$ cat src/rtl/adder_nbit_serial_pkg.sv
// ----------------------------------------------------------------------------
// adder_pkg
//   Shared types and elaboration helpers for the serial N-bit adder.
//   - adder_state_t : FSM state encoding (IDLE, RUN, DONE)
//   - params_ok     : legality check for WIDTH / BITS_PER_CYCLE
//   - cnt_width     : width of the RUN-cycle counter for a given cycle count
// ----------------------------------------------------------------------------
package adder_pkg;

   typedef enum logic [1:0] {
      IDLE = 2'd0,
      RUN  = 2'd1,
      DONE = 2'd2
   } adder_state_t;

   // The slice must tile the operand exactly, otherwise the last RUN cycle
   // would add a partial slice and the counter terminal value is meaningless.
   function automatic bit params_ok(input int width, input int bpc);
      return (width >= 2) && (bpc >= 1) && (bpc <= width) && ((width % bpc) == 0);
   endfunction

   // A single-cycle configuration (N == 1) still needs a 1-bit counter.
   function automatic int cnt_width(input int n);
      return (n > 1) ? $clog2(n) : 1;
   endfunction

endpackage

$ cat src/rtl/adder_nbit_serial_if.sv
// ----------------------------------------------------------------------------
// adder_nbit_serial_if
//   Request/result bundle of the serial adder.
//   master : drives start, a, b, carry_in; observes busy, done, sum,
//            carry_out, overflow
//   slave  : the adder itself (mirror directions)
// ----------------------------------------------------------------------------
interface adder_nbit_serial_if #(
   parameter int WIDTH = 16
);

   logic             start;
   logic [WIDTH-1:0] a;
   logic [WIDTH-1:0] b;
   logic             carry_in;
   logic             busy;
   logic             done;
   logic [WIDTH-1:0] sum;
   logic             carry_out;
   logic             overflow;

   modport master (
      output start, a, b, carry_in,
      input  busy, done, sum, carry_out, overflow
   );

   modport slave (
      input  start, a, b, carry_in,
      output busy, done, sum, carry_out, overflow
   );

endinterface

$ cat src/rtl/adder_1bit.sv
// ----------------------------------------------------------------------------
// adder_1bit
//   Full-adder cell.
//   a_i, b_i : operand bits
//   c_i      : carry in
//   s_o      : sum bit
//   c_o      : carry out
// ----------------------------------------------------------------------------
module adder_1bit (
   input  logic a_i,
   input  logic b_i,
   input  logic c_i,
   output logic s_o,
   output logic c_o
);

   logic p;

   assign p   = a_i ^ b_i;
   assign s_o = p ^ c_i;
   assign c_o = (a_i & b_i) | (c_i & p);

endmodule

$ cat src/rtl/adder_nbit_serial_slice.sv
// ----------------------------------------------------------------------------
// adder_slice
//   Combinational BPC-bit ripple chain of adder_1bit cells; this is the
//   per-cycle datapath of the serial adder.
//   a_i, b_i : BPC-bit operand slices
//   c_i      : carry in to bit 0
//   s_o      : BPC-bit partial sum
//   c_o      : carry out of the top bit
//   c_top_o  : carry into the top bit (signed overflow on the last slice)
// ----------------------------------------------------------------------------
module adder_slice #(
   parameter int BPC = 1
) (
   input  logic [BPC-1:0] a_i,
   input  logic [BPC-1:0] b_i,
   input  logic           c_i,
   output logic [BPC-1:0] s_o,
   output logic           c_o,
   output logic           c_top_o
);

   logic [BPC:0] c;

   assign c[0] = c_i;

   for (genvar i = 0; i < BPC; i++) begin : g_bit
      adder_1bit u_fa (
         .a_i (a_i[i]),
         .b_i (b_i[i]),
         .c_i (c[i]),
         .s_o (s_o[i]),
         .c_o (c[i+1])
      );
   end

   assign c_o     = c[BPC];
   assign c_top_o = c[BPC-1];

endmodule

$ cat src/rtl/adder_nbit_serial.sv
// ----------------------------------------------------------------------------
// adder_nbit_serial
//   Multi-cycle adder computing a + b + carry_in over WIDTH bits,
//   BITS_PER_CYCLE bits per clock. Operands are captured on an accepted
//   start; the result appears with a one-cycle done pulse and then holds.
//   clk  : system clock, rising edge
//   rst  : asynchronous reset, active-high
//   bus  : adder_nbit_serial_if slave (start/a/b/carry_in in,
//          busy/done/sum/carry_out/overflow out)
//
//   state | meaning
//   ------+-----------------------------------------------------------
//   IDLE  | no operation in flight, outputs hold last result
//   RUN   | one slice summed per edge, N edges in total
//   DONE  | result just loaded, done high; start here chains next op
// ----------------------------------------------------------------------------
module adder_nbit_serial
   import adder_pkg::*;
#(
   parameter int WIDTH          = 16,
   parameter int BITS_PER_CYCLE = 1
) (
   input  logic               clk,
   input  logic               rst,
   adder_nbit_serial_if.slave bus
);

   localparam int N     = WIDTH / BITS_PER_CYCLE;
   localparam int CNT_W = cnt_width(N);
   localparam int BPC   = BITS_PER_CYCLE;

   if (!params_ok(WIDTH, BITS_PER_CYCLE)) begin : g_param_check
      $error("adder_nbit_serial: WIDTH=%0d BITS_PER_CYCLE=%0d illegal", WIDTH, BITS_PER_CYCLE);
   end

   adder_state_t     state_q;
   logic [CNT_W-1:0] cnt_q;
   logic [WIDTH-1:0] a_q;
   logic [WIDTH-1:0] b_q;
   logic             carry_q;
   logic [WIDTH-1:0] acc_q;
   logic [WIDTH-1:0] acc_d;
   logic [WIDTH-1:0] sum_q;
   logic             cout_q;
   logic             ovf_q;
   logic             busy_q;
   logic             done_q;

   logic [BPC-1:0]   part_sum;
   logic             slice_cout;
   logic             slice_ctop;
   logic             last_run;

   adder_slice #(
      .BPC (BPC)
   ) u_slice (
      .a_i     (a_q[BPC-1:0]),
      .b_i     (b_q[BPC-1:0]),
      .c_i     (carry_q),
      .s_o     (part_sum),
      .c_o     (slice_cout),
      .c_top_o (slice_ctop)
   );

   // Partial sums enter at the top so that after N shifts the first slice
   // has walked down to bit 0.
   if (BPC == WIDTH) begin : g_acc_full
      assign acc_d = part_sum;
   end else begin : g_acc_shift
      assign acc_d = {part_sum, acc_q[WIDTH-1:BPC]};
   end

   assign last_run = (cnt_q == CNT_W'(N - 1));

   always_ff @(posedge clk or posedge rst) begin
      if (rst) begin
         state_q <= IDLE;
         cnt_q   <= '0;
         a_q     <= '0;
         b_q     <= '0;
         carry_q <= 1'b0;
         acc_q   <= '0;
         sum_q   <= '0;
         cout_q  <= 1'b0;
         ovf_q   <= 1'b0;
         busy_q  <= 1'b0;
         done_q  <= 1'b0;
      end else begin
         case (state_q)
            IDLE, DONE: begin
               done_q <= 1'b0;
               if (bus.start) begin
                  a_q     <= bus.a;
                  b_q     <= bus.b;
                  carry_q <= bus.carry_in;
                  cnt_q   <= '0;
                  busy_q  <= 1'b1;
                  state_q <= RUN;
               end else begin
                  state_q <= IDLE;
               end
            end
            RUN: begin
               a_q     <= a_q >> BPC;
               b_q     <= b_q >> BPC;
               carry_q <= slice_cout;
               acc_q   <= acc_d;
               cnt_q   <= cnt_q + CNT_W'(1);
               if (last_run) begin
                  // On the final slice its top bit is the MSB of the word.
                  sum_q   <= acc_d;
                  cout_q  <= slice_cout;
                  ovf_q   <= slice_cout ^ slice_ctop;
                  done_q  <= 1'b1;
                  busy_q  <= 1'b0;
                  state_q <= DONE;
               end
            end
            default: begin
               busy_q  <= 1'b0;
               done_q  <= 1'b0;
               state_q <= IDLE;
            end
         endcase
      end
   end

   assign bus.busy      = busy_q;
   assign bus.done      = done_q;
   assign bus.sum       = sum_q;
   assign bus.carry_out = cout_q;
   assign bus.overflow  = ovf_q;

   // Simulation-only input sanity checks.
   always @(posedge clk) begin
      if (!rst) begin
         assert (!$isunknown(bus.start))
            else $error("adder_nbit_serial: start is X/Z");
         assert (!$isunknown(bus.carry_in))
            else $error("adder_nbit_serial: carry_in is X/Z");
      end
   end

endmodule

$ cat src/flat_wrapper.sv
// flat-port wrapper written by rule: the top's interface ports become plain ports
module adder_nbit_serial_flat import adder_pkg::*;
#(
   parameter int WIDTH          = 16,
   parameter int BITS_PER_CYCLE = 1
)
  (clk, rst, bus_start, bus_a, bus_b, bus_carry_in, bus_busy, bus_done, bus_sum, bus_carry_out, bus_overflow);
  adder_nbit_serial_if #(.WIDTH(WIDTH)) bus_i ();
  input  logic clk;
  input  logic rst;
  input wire logic [$bits(bus_i.start)-1:0] bus_start;
  input wire logic [$bits(bus_i.a)-1:0] bus_a;
  input wire logic [$bits(bus_i.b)-1:0] bus_b;
  input wire logic [$bits(bus_i.carry_in)-1:0] bus_carry_in;
  output wire logic [$bits(bus_i.busy)-1:0] bus_busy;
  output wire logic [$bits(bus_i.done)-1:0] bus_done;
  output wire logic [$bits(bus_i.sum)-1:0] bus_sum;
  output wire logic [$bits(bus_i.carry_out)-1:0] bus_carry_out;
  output wire logic [$bits(bus_i.overflow)-1:0] bus_overflow;
  assign bus_i.start = bus_start;
  assign bus_i.a = bus_a;
  assign bus_i.b = bus_b;
  assign bus_i.carry_in = bus_carry_in;
  assign bus_busy = bus_i.busy;
  assign bus_done = bus_i.done;
  assign bus_sum = bus_i.sum;
  assign bus_carry_out = bus_i.carry_out;
  assign bus_overflow = bus_i.overflow;
  adder_nbit_serial #(.WIDTH(WIDTH), .BITS_PER_CYCLE(BITS_PER_CYCLE)) u_core (.clk(clk), .rst(rst), .bus(bus_i));
endmodule
$ cat config.mk
export PLATFORM = sky130hd
export DESIGN_NAME = adder_nbit_serial_flat
export DESIGN_NICKNAME = d
export VERILOG_FILES = /design/src/rtl/adder_nbit_serial_pkg.sv /design/src/rtl/adder_nbit_serial_if.sv /design/src/rtl/adder_1bit.sv /design/src/rtl/adder_nbit_serial_slice.sv /design/src/rtl/adder_nbit_serial.sv /design/src/flat_wrapper.sv
export SDC_FILE = /design/constraint.sdc
export NUM_CORES = 1
export LEC_CHECK = 0
export CELL_PAD_IN_SITES_DETAIL_PLACEMENT = 0
export CELL_PAD_IN_SITES_GLOBAL_PLACEMENT = 2
export CORE_ASPECT_RATIO = 1.75
export CORE_UTILIZATION = 36
export DETAILED_ROUTE_END_ITERATION = 8
export GPL_TIMING_DRIVEN = 0
export PLACE_DENSITY = 0.76
export SYNTH_ARGS = -nofsm -noshare
export SYNTH_HDL_FRONTEND = slang
export SYNTH_HIERARCHICAL = 1
export SYNTH_SLANG_ARGS = --single-unit
$ cat constraint.sdc
create_clock -name clk -period 3.23 [get_ports clk]
set_input_delay 0.969 -clock clk [delete_from_list [all_inputs] [get_ports clk]]
set_output_delay 0.969 -clock clk [all_outputs]
set_load 0.02 [all_outputs]
==> results of run 1 <==
## cells in the final DEF, fill, tap and decap left out, drive strengths merged
master / instances
a21o: 32
a22o: 35
and2b: 1
buf: 16
clkbuf: 14
clkdlybuf4s50: 55
dfrtp: 73
fa: 1
ha: 1
inv: 1
mux2: 34
mux2i: 2
nand2b: 2
nand3: 1
nand3b: 1
nand4: 1
nor2: 3
nor2b: 2
o21ai: 1
xor2: 1
## cell type report
cell class                 instances  area [um2]  share of cell area, %
tap                               92         115                   2.87
inverter                           1        6.26                  0.156
multi-input combinational        118        1090                   27.2
timing repair buffer              56         578                   14.4
sequential                        73        1830                   45.6
clock buffer                      14         264                   6.59
buffer                            15         128                   3.18
## synth_stat cells
cell and n:
nor2_1 1, nand2b_2 1, buf_6 6, ha_1 1
and2b_1 1, mux2_2 2, nor2_4 1, fa_1 1
o21ai_0 1, nand2b_1 1, nor2b_1 2, nand3b_1 1
dfrtp_1 73, inv_1 1, mux2i_1 2, nor2_8 1
nand3_2 1, a22o_1 35, xor2_1 1, buf_2 3
mux2_1 32, a21o_1 32, buf_4 6, nand4_1 1
## sequential cells by signal (all words and copies together) (netlist names)
name,count
u_core/cnt_q,4
u_core/a_q,16
u_core/acc_q,15
u_core/b_q,16
u_core/bus.sum,16
u_core/carry_q,1
u_core/bus.overflow,1
u_core/bus.done,1
u_core/state_q,1
u_core/bus.carry_out,1
u_core/bus.busy,1
## how the worst max path moves through the flow
stage,start,endpoint,cells past startpoint
finish,u_core/bus.done,bus_done,1
global placement,rst,u_core/a_q[8],2
detailed placement,bus_start,u_core/cnt_q[2],6
floorplan,rst,u_core/a_q[0],1
global route,u_core/bus.done,bus_done,1
CTS,u_core/bus.done,bus_done,1
## stage by stage
stage	hold slack (ps)	instances	power [mW]	setup WS, ps
after CTS	477	369	3.96	915
final	474	369	3.89	934
after detailed placement	465	355	3.06	714
after floorplan	450	207	2.57	408
after global routing	483	369	4.15	887
after global placement	458	354	3.00	-842
## power by group through the flow
stage               logic, mW  clock network, mW  registers [mW]
detailed placement       1.46                  0            1.59
finish                   1.44              0.887            1.57
global route             1.57              0.945            1.63
CTS                      1.47              0.910            1.58
global placement         1.42                  0            1.58
floorplan               0.927                  0            1.65
## layer usage
metal  track usage [%]  wire [um]  up-vias  part of all wire [%]
met4              9.19        154        0                   2.7
li1                  -          -      895                     -
met5                 0          0        -                     0
met2              23.0       2850       45                    51
met3              2.51        191       10                   3.4
met1              17.1       2430      941                    43
## worst reg2reg max path, cell delays in order (launching register included)
cell and delay [ps]:
dfrtp_1 370, ha_1 200, nand3_2 170, nor2_8 230
buf_6 190, mux2_1 330
## cells by family after synthesis
kind of cell,count (synthesis)
adders and majority gates,2
DFF,73
buffers and inverters,16
and+or+nand+nor,11
xor gates and xnor gates,1
AOI/OAI and AO/OA,68
muxes,36
==> flow_summary.ini, run 1 <==
[floorplan]
num_rows = 44
initial_core_util_pct = 36.9
die_w_um = 71.6
io_pins = 56
coreArea_um2 = 8260
die_height_um = 124
dieArea_um2 = 8850

[synth]
syn-num-nets = 245
synthXorXnorAreaFrac_pct = 0.287
synthMuxAreaShare_pct = 13.2
synth_area_um2 = 3050
synth-compound-area-share_pct = 18.1
syn_inst = 207
synthSimpleGateAreaFrac_pct = 3.08
yosysUniqueCellTypes = 24
ys.warnings.count = 6
synth_adder_area_share_pct = 1.07
synth-seq-area-share_pct = 59.9
syn_avg_cell_area_um2 = 14.7
synth_area_leaders = dfrtp_1, mux2_1, a22o_1, a21o_1, buf_6
synth.ff_latch_count = 73
synth.largest_area_cell = dfrtp_1
synth_top_family_by_area = compound AO/OA/AOI/OAI gates
synth.top_cell.area_share_pct = 59.9

[final_layout]
final_util_pct = 48.5
drive_gt1_share_pct = 12.3
nets = 312
area_growth_pct = 31.5
fillers = 777
antennaDiodeCount = 0
design_area_um2 = 4010

[global_route]
grt_pass1_vias = 1903
grt_start_max_net_pins = 73
overflow = 0
grt_util_all_layers_pct = 14.1
antenna_found_initial = 0
grt_first_pass_wirelength_mm = 9.34

[place]
io_buffer_count = 55
gp_congestion = 0.687
place_area_um2 = 3740
hpwl_mm = 3.90

[worst_setup_path]
r2r-start = u_core/cnt_q[1]
path_class = reg2out
slowest_stage = clkdlybuf4s50_1
crit_chain = clkdlybuf4s50_1
path_max_fanout = 4
cp-end-kind = primary output
critPathLaunchType = flop
worstPathRequired_ps = 2260
crit_family = buffers and inverters
cpPeakStageDelay_ps = 620
cp_num_buf_inv = 1
rr_worst_depth = 5
arrival_ps = 1330
rr_endpoint = u_core/bus.sum[2]
rrSetupSlack_ps = 1610

[drt]
routed_wl_mm = 5.63
vias = 1891
drtPass1Iterations = 4
wl_per_cell_um = 15.2
ant_nets = 0
viasPerCell = 5.12
drt_iter0_markers = 82
drc_errors = 0

[hold_path]
hold_end = u_core/a_q[1]
min_path_type = reg2reg
worst_hold_path.num_cells = 1
worstHoldStart = u_core/a_q[1]

[cts]
cts_root_buf = clkbuf_16
clk_pin_slew_ps = 50
hold_buffers = 0
cts_buffer_depth = 2
cts_made_buffers = 9
clock_latency_ps = 320
cts_tree = built
cts_resized = 0
cts_max_level = 3
cts.sinks = 73
post_cts_buffers = 0

[timing]
drv_slew = 0
setup_tns_ps = 0
skew_ps = 4.44
max_clock_freq_mhz = 436
post-route-min-period_ps = 2300
rsz0062_at_grt = false
report.final.setup_viol = 0
relSlewSlack_pct = 75.8
hold_violations = 0
period_share_pct = 71.1
tightest_slew_ps = 363

[power]
ir_drop_mv = 0.427
p_seq_share_pct = 40.4
intPower_mw = 2.71
p_sw_mw = 1.19
switching_share_pct = 30.5
p_clk_share_pct = 22.8
p_leak_nw = 1.98
power.density_nw_per_um2 = 971
power_frac_comb_pct = 36.9

[flow_run]
cap_violations = 0

[outcome]
status = completed
Note: power is estimated with default switching activity, not from simulation.
==> run 2: changes to the inputs <==
clock period = 2.2 ns   (was 3.23 ns; I/O delays follow)
==> run 2 against run 1 <==
  * Critical path type unchanged
  * Largest power group unchanged
  * Largest cell class unchanged
  * Clock power is 47% higher
  * Hold slack hardly changed
  * Total power is 47% higher
  * Critical endpoint unchanged
==> flow_summary.ini, run 2 (synthesis results as in run 1) <==
[cts]
cts_tree = built
hold_buffers = 0
post_cts_buffers = 0
cts_buffer_depth = 2
cts_resized = 0
clock_latency_ps = 330
cts_max_level = 3
cts_root_buf = clkbuf_16
cts.sinks = 73
cts_made_buffers = 9
clk_pin_slew_ps = 50

[final_layout]
layout_commonest_cell = dfrtp_1
stdcell_count = 369
drive_gt1_share_pct = 12.3
final_cell_mix = dfrtp_1, clkdlybuf4s50_1, a22o_1, mux2_1, a21o_1
antennaDiodeCount = 0
nets = 312
design_area_um2 = 4000
area_growth_pct = 31.3

[global_route]
grt_first_pass_wirelength_mm = 9.36
grt_util_all_layers_pct = 14.3
antenna_found_initial = 0
grt_start_max_net_pins = 38
overflow = 0
grt_pass1_vias = 1938

[drt]
viasPerCell = 5.25
routed_wl_mm = 5.57
ant_nets = 0
drc_errors = 0
drt_iter0_markers = 94
vias = 1937
wl_per_cell_um = 15.1
drtPass1Iterations = 4

[worst_setup_path]
crit_family = buffers and inverters
worstPathRequired_ps = 1540
arrival_ps = 1320
cpPeakStageDelay_ps = 610
slowest_stage = clkdlybuf4s50_1
path_max_fanout = 4
path_class = reg2out
cp-end-kind = primary output
r2r-start = u_core/cnt_q[0]
cp_num_buf_inv = 1
crit_chain = clkdlybuf4s50_1
critPathLaunchType = flop
crit_start = u_core/bus.done

[hold_path]
worstHoldStart = u_core/b_q[1]
min_path_type = reg2reg

[place]
io_buffer_count = 55
place_area_um2 = 3740
hpwl_mm = 3.93
place_inst = 355
gp_congestion = 0.685

[floorplan]
initial_core_util_pct = 36.9
io_pins = 56
die_w_um = 71.6
coreArea_um2 = 8260
num_rows = 44
die_height_um = 124
dieArea_um2 = 8850

[timing]
post-route-min-period_ps = 1980
rsz0062_at_grt = false
skew_ps = 4.21
hold_violations = 0
whs_ps = 474
report.final.setup_viol = 0
relSlewSlack_pct = 46.5
drv_slew = 0
period_share_pct = 89.8
max_clock_freq_mhz = 506
tightest_slew_ps = 801
setup_tns_ps = 0

[flow_run]
cap_violations = 0

[power]
finalPower_mw = 5.70
p_leak_nw = 1.97
ir_drop_mv = 0.556
power.density_nw_per_um2 = 1430

[outcome]
status = completed
run 2: worst paths after layout:
path	to	slack, ps	cells past startpoint
worst min register to register	u_core/b_q[1]	470	1
worst min-delay path	u_core/b_q[1]	470	1
worst max-delay path	bus_done	220	1
min in group asynchronous	u_core/bus.sum[12]	830	2
worst max register to register	u_core/bus.sum[3]	570	5
max in group asynchronous	u_core/a_q[6]	730	3
run 2: metal layers:
layer  vias up  global-route usage (%)  wire length (um)
met3        12                    2.27               151
li1        894                       -                 -
met5         -                       0                 0
met4         0                    10.3               171
met1       983                    17.3              2350
met2        48                    23.0              2890
run 2: final cells by class:
cell class / count / area [um2]
multi-input cells: 118 / 1090
inverters: 1 / 7.51
plain buffers: 15 / 128
clock buffers: 14 / 264
flip-flops and latches: 73 / 1830
repair buffers: 56 / 571
fillers: 782 / 4260
well taps: 92 / 115
run 2: power breakdown:
part / leakage [nW] / internal, mW / switching [mW]
clock network: 0.129 / 0.812 / 0.483
logic: 0.930 / 1.20 / 0.897
registers: 0.912 / 1.96 / 0.352
run 2: through the flow:
step	util, %	worst slack (ps)
after CTS	48.5	201
after global placement	45.0	-182
final	48.5	224
after floorplan	-	674
after global routing	48.5	174
after detailed placement	45.3	-13.6
==> run 3: changes to the inputs <==
MAX_ROUTING_LAYER = met4   (was not set)
==> run 3 against run 2 <==
  * Fmax fell by 0.40%
  * Combinational power barely moved
  * Die area did not move
  * Non-clock buffer count did not move
  * Sequential cell count did not move
  * Total power barely moved
  * Critical path type unchanged
  * Clock-buffer cell count did not move
==> flow_summary.ini, run 3 (synthesis results as in run 1) <==
[outcome]
status = completed

[worst_setup_path]
cp-end-kind = primary output
worstPathRequired_ps = 1540
crit_chain = clkdlybuf4s50_1
crit_family = buffers and inverters
cpPeakStageDelay_ps = 620
slowest_stage = clkdlybuf4s50_1
cp_num_buf_inv = 1
path_class = reg2out
critPathLaunchType = flop
path_max_fanout = 4
arrival_ps = 1320

[drt]
routed_wl_mm = 5.61
drc_errors = 0
viasPerCell = 5.20
ant_nets = 0
vias = 1917
drtPass1Iterations = 4
wl_per_cell_um = 15.2
drt_iter0_markers = 77

[final_layout]
stdcell_count = 369
area_growth_pct = 31.3
antennaDiodeCount = 0
final_cell_mix = dfrtp_1, clkdlybuf4s50_1, a22o_1, mux2_1, a21o_1
drive_gt1_share_pct = 12.3
layout_commonest_cell = dfrtp_1
nets = 312

[global_route]
grt_start_max_net_pins = 38
antenna_found_initial = 0
grt_first_pass_wirelength_mm = 9.37
overflow = 0
grt_util_all_layers_pct = 14.7
grt_pass1_vias = 1938

[timing]
post-route-min-period_ps = 1980
max_clock_freq_mhz = 504
report.final.setup_viol = 0
setup_tns_ps = 0
fin_ws_ps = 216
hold_violations = 0
relSlewSlack_pct = 45.7
skew_ps = 3.92
period_share_pct = 90.2
tightest_slew_ps = 813
rsz0062_at_grt = false
drv_slew = 0

[cts]
post_cts_buffers = 0
cts_made_buffers = 9
clock_latency_ps = 330
cts_buffer_depth = 2
cts_resized = 0
cts.sinks = 73
cts_root_buf = clkbuf_16
cts_max_level = 3
cts_tree = built
clk_pin_slew_ps = 50
hold_buffers = 0

[floorplan]
coreArea_um2 = 8260
initial_core_util_pct = 36.9
die_w_um = 71.6
num_rows = 44
dieArea_um2 = 8850
die_height_um = 124
io_pins = 56

[power]
ir_drop_mv = 0.557
power.density_nw_per_um2 = 1430
p_leak_nw = 1.97

[place]
hpwl_mm = 3.93
gp_congestion = 0.692
io_buffer_count = 55
place_inst = 355
place_ws_ps = -13.6

[hold_path]
min_path_type = reg2reg

[flow_run]
cap_violations = 0
==> run 3: cell counts in the layout (fill, tap and decap cells not counted) <==
No cell type changed its count.
==> run 3: through the flow <==
stage	power [mW]	cell area, um2	utilization, %	hold WS [ps]
2_1_floorplan	3.78	3050	-	450
5_1_grt	6.09	4000	48.5	495
3_3_place_gp	4.41	3720	45.0	458
3_5_place_dp	4.47	3740	45.3	465
6_report	5.71	4000	48.5	474
4_1_cts	5.80	4000	48.5	477
==> run 3: layer usage <==
layer	wire length [um]	global-route usage [%]	share of wire (%)
met2	2920	23.1	52
met1	2380	17.2	42
met3	145	2.27	2.6
met4	167	10.3	3.0
met5	0	-	0
==> run 3: final timing paths <==
kind / from / slack (ps) / end / cells past startpoint
max: u_core/bus.done / 220 / bus_done / 1
max reg2reg: u_core/cnt_q[0] / 570 / u_core/bus.sum[3] / 5
max in group asynchronous: rst / 720 / u_core/bus.sum[15] / 3
min: u_core/b_q[1] / 470 / u_core/b_q[1] / 1
min reg2reg: u_core/b_q[1] / 470 / u_core/b_q[1] / 1
min in group asynchronous: rst / 840 / u_core/bus.sum[12] / 2
==> run 3: where the power goes <==
group	switching (mW)	total, mW	internal, mW
Clock	0.483	1.30	0.812
Sequential	0.353	2.31	1.96
Combinational	0.898	2.10	1.20
Total	1.73	5.71	3.97
==> run 3: layout make-up <==
type,count,area (um2)
plain buffers,15,128
clock buffers,14,264
fillers,782,4260
inverters,1,7.51
multi-input cells,118,1090
flip-flops and latches,73,1830
well taps,92,115
repair buffers,56,571
